### src/rtl/led_bar_pkg.sv
// Shared encodings for the LED bar-graph gauge and its helper blocks.
package led_bar_pkg;

  typedef enum logic [1:0] {
    MODE_BAR = 2'd0,
    MODE_DOT = 2'd1,
    MODE_CZ  = 2'd2
  } mode_e;

  typedef enum logic [1:0] {
    IDLE   = 2'd0,
    SCAN   = 2'd1,
    UPDATE = 2'd2
  } state_e;

  localparam int unsigned OUT_UNDER = 0;
  localparam int unsigned OUT_OVER  = 1;

endpackage

### src/rtl/led_blink_timer.sv
// Free-running on/off phase generator for blinking indicators; parked in the on phase when idle.
module led_blink_timer #(
  parameter int unsigned C_ON   = 2,
  parameter int unsigned C_OFF  = 3,
  parameter int unsigned C_BITS = 3
) (
  input  logic clk,
  input  logic reset,
  input  logic run,
  output logic phase_on
);

  localparam logic [C_BITS-1:0] LAST = C_BITS'(C_ON + C_OFF - 1);

  logic [C_BITS-1:0] cnt_q, cnt_d;

  always_comb begin
    cnt_d = '0;
    if (run) cnt_d = (cnt_q == LAST) ? '0 : cnt_q + 1'b1;
  end

  always_ff @(posedge clk) begin
    if (reset) cnt_q <= '0;
    else       cnt_q <= cnt_d;
  end

  assign phase_on = (cnt_q < C_BITS'(C_ON));

endmodule

### src/rtl/led_bar_gauge.sv
// LED bar-graph driver: sequential threshold scan, bar/dot/centre-zero rendering,
// decaying peak marker and blinking range indicators.
module led_bar_gauge
  import led_bar_pkg::*;
#(
  parameter int unsigned LEDS      = 8,
  parameter int unsigned LEDS_BITS = 4,
  parameter int unsigned VAL_BITS  = 8,
  parameter int unsigned VAL_L     = 16,
  parameter int unsigned VAL_STEP  = 24,
  parameter int unsigned ZERO_IDX  = 4,
  parameter int unsigned C_ON      = 2,
  parameter int unsigned C_OFF     = 3,
  parameter int unsigned C_BITS    = 3,
  parameter int unsigned PEAK_HOLD = 10,
  parameter int unsigned PEAK_BITS = 4
) (
  input  logic                clk,
  input  logic                reset,
  input  logic                en,
  input  logic [VAL_BITS-1:0] value,
  input  logic [1:0]          mode,
  input  logic                blink,
  output logic [LEDS-1:0]     in_en,
  output logic [1:0]          out_en,
  output logic                busy
);

  localparam int unsigned VAL_U = VAL_L + LEDS * VAL_STEP - 1;

  state_e                 state_q, state_d;
  logic [VAL_BITS-1:0]    val_q, val_d;
  logic [1:0]             mode_q, mode_d, disp_mode_q, disp_mode_d;
  logic [VAL_BITS:0]      thr_q, thr_d;
  logic [LEDS_BITS-1:0]   k_q, k_d, cand_q, cand_d, idx_q, idx_d, peak_q, peak_d;
  logic [PEAK_BITS-1:0]   ptmr_q, ptmr_d;
  logic                   under_q, under_d, over_q, over_d, valid_q, valid_d, busy_q, busy_d;
  logic [LEDS-1:0]        pat_q, pat_d, mark, in_en_q, in_en_d;
  logic [1:0]             out_en_q, out_en_d;
  logic                   phase_on, blink_run, blink_clr;

  function automatic logic [LEDS-1:0] render(input logic [LEDS_BITS-1:0] idx,
                                             input logic [1:0] m);
    logic [LEDS-1:0]      p;
    logic [LEDS_BITS-1:0] zero, lo, hi;
    zero = LEDS_BITS'(ZERO_IDX);
    lo   = (idx < zero) ? idx : zero;
    hi   = (idx < zero) ? zero : idx;
    p    = '0;
    for (int unsigned i = 0; i < LEDS; i++) begin
      case (m)
        MODE_DOT: p[i] = (LEDS_BITS'(i) == idx);
        MODE_CZ:  p[i] = (LEDS_BITS'(i) >= lo) && (LEDS_BITS'(i) <= hi);
        default:  p[i] = (LEDS_BITS'(i) <= idx);
      endcase
    end
    return p;
  endfunction

  always_comb begin
    state_d     = state_q;
    val_d       = val_q;
    mode_d      = mode_q;
    thr_d       = thr_q;
    k_d         = k_q;
    cand_d      = cand_q;
    idx_d       = idx_q;
    under_d     = under_q;
    over_d      = over_q;
    disp_mode_d = disp_mode_q;
    pat_d       = pat_q;
    valid_d     = valid_q;
    peak_d      = peak_q;
    ptmr_d      = ptmr_q;

    case (state_q)
      IDLE: begin
        val_d   = value;
        mode_d  = mode;
        thr_d   = (VAL_BITS+1)'(VAL_L);
        k_d     = '0;
        cand_d  = '0;
        state_d = SCAN;
      end
      SCAN: begin
        if ({1'b0, val_q} >= thr_q) cand_d = k_q;
        thr_d = thr_q + (VAL_BITS+1)'(VAL_STEP);
        k_d   = k_q + 1'b1;
        if (k_q == LEDS_BITS'(LEDS - 1)) state_d = UPDATE;
      end
      UPDATE: begin
        under_d     = (32'(val_q) < VAL_L);
        over_d      = (32'(val_q) > VAL_U);
        idx_d       = under_d ? '0 : (over_d ? LEDS_BITS'(LEDS - 1) : cand_q);
        disp_mode_d = mode_q;
        pat_d       = render(idx_d, mode_q);
        valid_d     = 1'b1;
        state_d     = IDLE;
      end
      default: state_d = IDLE;
    endcase

    // Between updates idx_d == idx_q, so this single rule covers both the
    // commit-time capture and the per-cycle hold/decay of the peak.
    if (disp_mode_d == MODE_CZ || idx_d >= peak_q) begin
      peak_d = idx_d;
      ptmr_d = '0;
    end else if (ptmr_q == PEAK_BITS'(PEAK_HOLD - 1)) begin
      peak_d = peak_q - 1'b1;
      ptmr_d = '0;
    end else begin
      ptmr_d = ptmr_q + 1'b1;
    end

    mark = '0;
    for (int unsigned i = 0; i < LEDS; i++)
      mark[i] = valid_d && (disp_mode_d != MODE_CZ) && (LEDS_BITS'(i) == peak_d);

    in_en_d             = (pat_d | mark) & (blink ? {LEDS{phase_on}} : '1);
    out_en_d            = '0;
    out_en_d[OUT_UNDER] = under_d & phase_on;
    out_en_d[OUT_OVER]  = over_d & phase_on;
    busy_d              = (state_d == SCAN);
  end

  assign blink_run = blink | under_d | over_d;
  assign blink_clr = reset | ~en;

  led_blink_timer #(
    .C_ON   (C_ON),
    .C_OFF  (C_OFF),
    .C_BITS (C_BITS)
  ) u_blink (
    .clk      (clk),
    .reset    (blink_clr),
    .run      (blink_run),
    .phase_on (phase_on)
  );

  // Dropping en clears the whole display state exactly like reset.
  always_ff @(posedge clk) begin
    if (reset || !en) begin
      state_q     <= IDLE;
      val_q       <= '0;
      mode_q      <= '0;
      thr_q       <= '0;
      k_q         <= '0;
      cand_q      <= '0;
      idx_q       <= '0;
      under_q     <= 1'b0;
      over_q      <= 1'b0;
      disp_mode_q <= '0;
      pat_q       <= '0;
      valid_q     <= 1'b0;
      peak_q      <= '0;
      ptmr_q      <= '0;
      in_en_q     <= '0;
      out_en_q    <= '0;
      busy_q      <= 1'b0;
    end else begin
      state_q     <= state_d;
      val_q       <= val_d;
      mode_q      <= mode_d;
      thr_q       <= thr_d;
      k_q         <= k_d;
      cand_q      <= cand_d;
      idx_q       <= idx_d;
      under_q     <= under_d;
      over_q      <= over_d;
      disp_mode_q <= disp_mode_d;
      pat_q       <= pat_d;
      valid_q     <= valid_d;
      peak_q      <= peak_d;
      ptmr_q      <= ptmr_d;
      in_en_q     <= in_en_d;
      out_en_q    <= out_en_d;
      busy_q      <= busy_d;
    end
  end

  assign in_en  = in_en_q;
  assign out_en = out_en_q;
  assign busy   = busy_q;

endmodule

### config.mk
export PLATFORM = sky130hd
export DESIGN_NAME = led_bar_gauge
export DESIGN_NICKNAME = d
export VERILOG_FILES = /design/src/rtl/led_bar_pkg.sv /design/src/rtl/led_blink_timer.sv /design/src/rtl/led_bar_gauge.sv
export SDC_FILE = /design/constraint.sdc
export NUM_CORES = 1
export LEC_CHECK = 0
export BUFFER_PORTS_ARGS = -buffer_cell sky130_fd_sc_hd__buf_4
export CORE_UTILIZATION = 30
export DETAILED_ROUTE_END_ITERATION = 16
export PLACE_DENSITY = 0.43
export SLEW_MARGIN = 20
export SYNTH_ARGS = -nofsm -noshare
export SYNTH_HDL_FRONTEND = slang
export SYNTH_SLANG_ARGS = --single-unit
### constraint.sdc
create_clock -name clk -period 3.81 [get_ports clk]
set_input_delay 0.381 -clock clk [delete_from_list [all_inputs] [get_ports clk]]
set_output_delay 0.381 -clock clk [all_outputs]
set_load 0.1 [all_outputs]
# --- After elaboration in Yosys (flattened, before gate mapping) ---
# Index checks and enable logic that the tools add are counted.
op_classes:
  order_cmp: 30
  eq_ne: 25
  n_bitwise: 9
  n_reduce_logical: 27
  n_addsub: 5
  mux: 27
op_table:
  columns: ["cell", "n"]
  rows:
  - ["3-bit by 4-bit == test with 1-bit output (first input constant)", 8]
  - ["3-bit by 4-bit <= comparator with 1-bit output (first input constant)", 8]
  - ["4-bit two-way mux", 8]
  - ["9-bit one-hot mux with 2 select lines", 1]
  - ["1-bit logical AND", 17]
  - ["2-bit by 4-bit == test with 1-bit output (first input constant)", 4]
  - ["3-bit by 4-bit greater-or-equal comparator with 1-bit output (first input constant)", 4]
  - ["1-bit by 4-bit <= comparator with 1-bit output (first input constant)", 4]
  - ["2-bit by 4-bit <= comparator with 1-bit output (first input constant)", 4]
  - ["8-bit two-way mux", 2]
  - ["1-bit one-hot mux with 2 select lines", 8]
  - ["4-bit one-hot mux with 2 select lines", 2]
  - ["9-bit by 5-bit adder with 9-bit output (second input constant)", 1]
  - ["8-bit by 9-bit greater-or-equal comparator with 1-bit output", 1]
  - ["4-bit by 1-bit adder with 4-bit output (second input constant)", 2]
  - ["8-bit AND", 1]
  - ["1-bit by 4-bit == test with 1-bit output (first input constant)", 2]
  - ["1-bit by 4-bit greater-or-equal comparator with 1-bit output (first input constant)", 2]
  - ["2-bit by 4-bit greater-or-equal comparator with 1-bit output (first input constant)", 2]
  - ["8-bit greater-than comparator (second input constant)", 1]
  - ["4-bit zero test", 2]
  - ["8-bit by 5-bit less-than comparator with 1-bit output (second input constant)", 1]
  - ["8-bit OR", 1]
  - ["2-bit by 1-bit == test with 1-bit output (second input constant)", 3]
  - ["22 further kinds", 34]
totals:
  elab_cells: 141
  in_bits: 14
  ff_bits: 68
  out_inout_bits: 11

# --- Longest topological paths before layout ---
logic_depth:
  ltp_word: 11
  depth_mapped: 12
  ltp_nobuf: 10

# --- Hierarchy ---
# A second synthesis with hierarchy kept.
unflattened:
  hier_cells: 368
  hier_area_um2: 3050.4
by_module_without_submodules:
  columns: ["module", "seq_area_each_um2", "cells_per_inst", "instances", "area_per_inst_um2"]
  rows:
  - ["led_bar_gauge", 1181.1, 353, 1, 2905.3]
  - ["led_blink_timer", 60.1, 15, 1, 145.1]

# --- Worst setup path before layout ---
# OpenSTA, ideal clock, no wires.
synth_path:
  path_kind: "reg-to-reg"
  from: "reg val_q[4]"
  to: "reg in_en_q[7] (netlist: in_en[7])"
  arrival_time_ns: 2.782
  stages_incl_launch_ff: 12
  path_slack_ns: 0.910
  required_time_ns: 3.693
  n_path_buf: 1
  setup_ns: 0.117
  synth_period_minus_slack_ns: 2.900
  path_cell_list: "dfxtp_1 -> buf_4 -> or4_4 -> nand2_4 -> a2bb2oi_2 -> ha_1 -> nand2b_1 -> a211oi_1 -> o21ai_2 -> and2_1 -> a32o_1 -> a32o_1"
synth_via:
  elab_chain_len: 11
  elab_cells_between_ends: 22
  classes_between: "order compare: 7; eq/ne: 2; mux: 8; bitwise: 2; reduce/logical: 3"
synth_lines:
  columns: ["item", "line_no", "text"]
  rows:
  - ["start: declaration", "led_bar_gauge.sv:32", "logic [VAL_BITS-1:0] val_q, val_d;"]
  - ["start signal: assignment", "led_bar_gauge.sv:162", "val_q <= val_d;"]
  - ["8-bit greater-than comparator", "led_bar_gauge.sv:93", "over_d = (32'(val_q) > VAL_U);"]
  - ["4-bit two-way mux", "led_bar_gauge.sv:94", "idx_d = under_d ? '0 : (over_d ? LEDS_BITS'(LEDS - 1) : cand_q);"]
  - ["4-bit two-way mux *", "led_bar_gauge.sv:94", null]
  - ["4-bit by 3-bit less-than comparator with 1-bit output or 4-bit two-way mux (tied branches)", "led_bar_gauge.sv:47, led_bar_gauge.sv:48, led_bar_gauge.sv:76", null]
  - ["4-bit two-way mux (tied with other cells)", "led_bar_gauge.sv:47", "lo = (idx < zero) ? idx : zero;"]
  - ["3-bit by 4-bit greater-or-equal comparator with 1-bit output (tied with other cells)", "led_bar_gauge.sv:53", "MODE_CZ: p[i] = (LEDS_BITS'(i) >= lo) && (LEDS_BITS'(i) <= hi);"]
  - ["1-bit logical AND or 4-bit two-way mux (tied branches)", "led_bar_gauge.sv:53, led_bar_gauge.sv:105", null]
  - ["1-bit one-hot mux with 2 select lines or 3-bit by 4-bit == test with 1-bit output (tied branches)", "led_bar_gauge.sv:51, led_bar_gauge.sv:117", null]
  - ["8-bit two-way mux or 1-bit logical AND (tied branches)", "led_bar_gauge.sv:76, led_bar_gauge.sv:117", null]
  - ["8-bit OR *", "led_bar_gauge.sv:119", "in_en_d = (pat_d | mark) & (blink ? {LEDS{phase_on}} : '1);"]
  - ["8-bit AND *", "led_bar_gauge.sv:119", null]
  - ["end signal: assignment", "led_bar_gauge.sv:175", "in_en_q <= in_en_d;"]
  - ["end: declaration", "led_bar_gauge.sv:38", "logic [LEDS-1:0] pat_q, pat_d, mark, in_en_q, in_en_d;"]
# Every way passes the cells marked *; elsewhere a longest branch is shown, timed or not.
# A chain may end at the register's enable or synchronous reset.

# --- Worst setup path after layout ---
layout_path:
  from: "reg state_q[0]"
  to: "reg in_en_q[2] (netlist: in_en[2])"
layout_via:
  elab_chain_len: 9
  elab_cells_between_ends: 15
  classes_between: "order compare: 1; eq/ne: 4; mux: 5; bitwise: 2; reduce/logical: 3"
layout_lines:
  columns: ["item", "line_no", "text"]
  rows:
  - ["start: declaration", "led_bar_gauge.sv:31", "state_e state_q, state_d;"]
  - ["start signal: assignment", "led_bar_gauge.sv:161", "state_q <= state_d;"]
  - ["2-bit == test *", "led_bar_gauge.sv:76", "case (state_q)"]
  - ["4-bit two-way mux *", "led_bar_gauge.sv:76", null]
  - ["net idx_d[1]", "led_bar_gauge.sv:35", "logic [LEDS_BITS-1:0] k_q, k_d, cand_q, cand_d, idx_q, idx_d, peak_q, peak_d;"]
  - ["4-bit greater-or-equal comparator", "led_bar_gauge.sv:105", "if (disp_mode_d == MODE_CZ || idx_d >= peak_q) begin"]
  - ["1-bit logical OR", "led_bar_gauge.sv:105", null]
  - ["4-bit two-way mux *", "led_bar_gauge.sv:105", null]
  - ["2-bit by 4-bit == test with 1-bit output *", "led_bar_gauge.sv:117", "mark[i] = valid_d && (disp_mode_d != MODE_CZ) && (LEDS_BITS'(i) == peak_d);"]
  - ["1-bit logical AND *", "led_bar_gauge.sv:117", null]
  - ["8-bit OR *", "led_bar_gauge.sv:119", null]
  - ["8-bit AND *", "led_bar_gauge.sv:119", null]
# Mark *: on every way through the listed nets, which the timed path passes. The rest lies on a longest branch.

==> impl_metrics.yaml <==
clocking:
  clkTransAtPathRegs_ns: 0.07
  cts_buffer_depth: 2
  cts-resized-gates: 0
  cts_root_buf: "clkbuf_8"
  clkLatencyLatePin_ns: 0.34
  ctsHoldBuffers: 0
  htreeDepth: 3
  numCtsBuffers: 9
  cts_tree: "built"
  cts.sink_count: 62
  postCtsSetupBuffers: 0
worst_hold_path:
  hold_path.class: "input pin to flip-flop"
placed_design:
  post-place-ws_ns: 0.5931
  place_congestion: 0.7962
  placed_area_sq_um: 3322
  io_buffers: 21
  place_hpwl_microns: 4973
critical_path:
  path_class: "flip-flop to flip-flop"
  cpPeakStageDelay_ns: 0.61
  crit_required_ns: 4.03
  path_cells: "nand2b_1, o21a_1, inv_1, ha_1, a211oi_1, o21ai_2, mux2i_1, nand2b_1, o22ai_1"
  crit_start: "state_q[0]"
  crit_end: "in_en[2]"
  crit_path_start_kind: "flip-flop"
  endpoint_kind: "flip-flop"
  critPathSlowestCell: "dfxtp_1"
  r2r-start: "state_q[0]"
  path_buf_inv: 1
  r2r_slack_ns: 0.59
  worstPathMaxFanout: 15
  arrival_ns: 3.44
  cp_common_cell: "nand2b_1"
  crit_family: "compound AO/OA/AOI/OAI gates"
  r2r_end: "in_en[2]"
  path_depth: 9
  r2r_cells: 9
die:
  die_w_microns: 103.1
  die_area_sq_um: 10620
  start_util: 0.3121
  core_sq_um: 9819
  io_pins: 25
  rows: 36
  fp.dieH_microns: 103.1
grt:
  grt_max_degree: 20
  grt_pass1_wl_microns: 11580
  grt_usage: 0.1461
  grt_pass1_vias: 2250
  grt_overflow_total: 0
  antenna_found_initial: 0
sta:
  finalHoldViolations: 0
  worstMarginPinSlew_ns: 0.7375
  fin_crit_ns: 3.223
  fin_skew_ns: 0.01421
  slew_viol_final: 0
  timing.final.crit_share: 0.8459
  finalSetupTns_ns: 0
  rsz0062_at_grt: "no"
  fmax_mhz: 310.3
  setup_violations: 0
  layout_setup_ws_ns: 0.5870
  relSlewSlack: 0.5074
final_layout:
  stdcell_area_sq_um: 3535
  diodes: 0
  drive_gt1_frac: 0.1365
  fin_nets: 409
  areaGrowthSynthToFinish_pct: 15.35
status:
  status: "finished, final reports clean"
drt:
  drc_errors: 0
  drtIter0Drc: 74
  ant_nets: 0
  avgViaCountPerCell: 4.835
  wl_per_cell_microns: 13.66
  vias: 2485
  firstDrtPassIters: 4
  totalWireLength_microns: 7023
logic_synthesis:
  synthMostInstantiatedCell: "dfxtp_1"
  syn_nets: 393
  synth_top_area_cell: "dfxtp_1"
  synth_seq_cells: 62
  ys_async_sr_fraction: 0
  netlist_instances: 361
  syn_area_sq_um: 3064
  synth_seq_area_share: 0.4051
  synth_edf_count: 0
  synth_cell_type_count: 59
  yosysTopAreaCellShare: 0.4051
  synth_area_leaders: "dfxtp_1 41%, ha_1 7.3%, nor2_1 6.4%, nand2_1 4.5%, a21oi_1 3.3%"
  ys_warn_count: 0
  yosys-top-cells-count: "62 x dfxtp_1, 52 x nor2_1, 37 x nand2_1"
  synthFlopType: "dfxtp_1"
  syn_area_per_cell_sq_um: 8.488
power_and_ir_drop:
  power_density_nw_per_um2: 382.6
  leakage_nw: 1.351
  ir_drop_mv: 0.1643
flow_run:
  cap_violations: 0
## tightest hold or removal path, delay by kind of cell
kind / cells / cell delay (ns)
buf+inv: 1 / 0.11
simple gates: 1 / 0.05
compound gates: 1 / 0.05
## worst min path at each step
stage | end | cells past startpoint | startpoint | slack [ns]
4_1_cts | val_q[3] | 3 | value[3] | 0.27
6_report | val_q[3] | 3 | value[3] | 0.29
5_1_grt | val_q[3] | 3 | value[3] | 0.29
3_3_place_gp | u_blink.cnt_q[0] | 1 | u_blink.cnt_q[0] | 0.44
3_5_place_dp | u_blink.cnt_q[0] | 1 | u_blink.cnt_q[0] | 0.44
2_1_floorplan | u_blink.cnt_q[0] | 1 | u_blink.cnt_q[0] | 0.42
## state kept, by name, summed over array words and instances, names as in the netlist, 3 cells and up
signal         flops
in_en              8
pat_q              8
thr_q              6
val_q              5
cand_q             4
idx_q              4
k_q                4
peak_q             4
ptmr_q             4
u_blink.cnt_q      3
## cell usage in the layout (no fill, tap or decap), drive strengths merged, types with 3 or more instances in the layout
cell | synthesis | routed
a211oi | 7 | 7
a21oi | 20 | 20
a32o | 3 | 3
a32oi | 3 | 3
and2 | 6 | 6
buf | 8 | 26
clkbuf | 13 | 12
dfxtp | 62 | 62
ha | 18 | 18
inv | 21 | 21
nand2 | 38 | 38
nand2b | 6 | 6
nand3 | 6 | 6
nand4 | 4 | 4
nor2 | 52 | 52
nor2b | 6 | 6
nor3 | 4 | 4
o21a | 6 | 6
o21ai | 17 | 17
o22ai | 7 | 7
o31ai | 4 | 4
xnor2 | 9 | 9
xor2 | 4 | 4
## where the power goes
group | leakage (nW) | switching (W) | internal [W]
Clock | 0.104 | 0.000261 | 0.000351
Combinational | 0.745 | 0.0000453 | 0.0000298
Sequential | 0.501 | 0.0000112 | 0.000654
Total | 1.35 | 0.000317 | 0.00103
## kinds of logic (layout without fill, tap and decap cells)
| family | count (synthesis) | count (layout) | synth area share |
|---|---|---|---|
| and+or+nand+nor | 136 | 136 | 0.2140 |
| AOI/OAI and AO/OA | 89 | 89 | 0.2074 |
| xor gates and xnor gates | 13 | 13 | 0.03716 |
| buffers and inverters | 42 | 62 | 0.05962 |
| DFF | 62 | 62 | 0.4051 |
| muxes | 1 | 1 | 0.003267 |
| adders and majority gates | 18 | 18 | 0.07350 |
## metal layers
| metal | routed length, microns | part of all wire | global-route usage | vias to the layer above |
|---|---|---|---|---|
| met3 | 211 | 0.030 | 0.03932 | 6 |
| met1 | 3584 | 0.51 | 0.2005 | 1157 |
| met4 | 79 | 0.011 | 0.04875 | 0 |
| met2 | 3147 | 0.45 | 0.2205 | 36 |
| li1 | - | - | - | 1286 |
| met5 | 0 | 0 | 0 | - |
## through the flow
| step | power [W] | util | std cells | hold WS, ns |
|---|---|---|---|---|
| floorplan | 0.0007306 | - | 361 | 0.4173 |
| global placement | 0.0007542 | 0.3383 | 499 | 0.4369 |
| detailed placement | 0.0007539 | 0.3383 | 499 | 0.4388 |
| CTS | 0.001374 | 0.3595 | 514 | 0.2728 |
| global route | 0.001411 | 0.3600 | 514 | 0.2871 |
| finish | 0.001352 | 0.3600 | 514 | 0.2932 |
## area by class of cell
type                    count  area (sq um)
fillers                  1048          6285
multi-input cells         257          1645
flip-flops and latches     62          1241
repair buffers             26         195.2
well taps                 133         166.4
clock buffers              12         165.2
inverters                  21         78.83
clock inverters             3         42.54
Note: power is estimated with default switching activity, not from simulation.
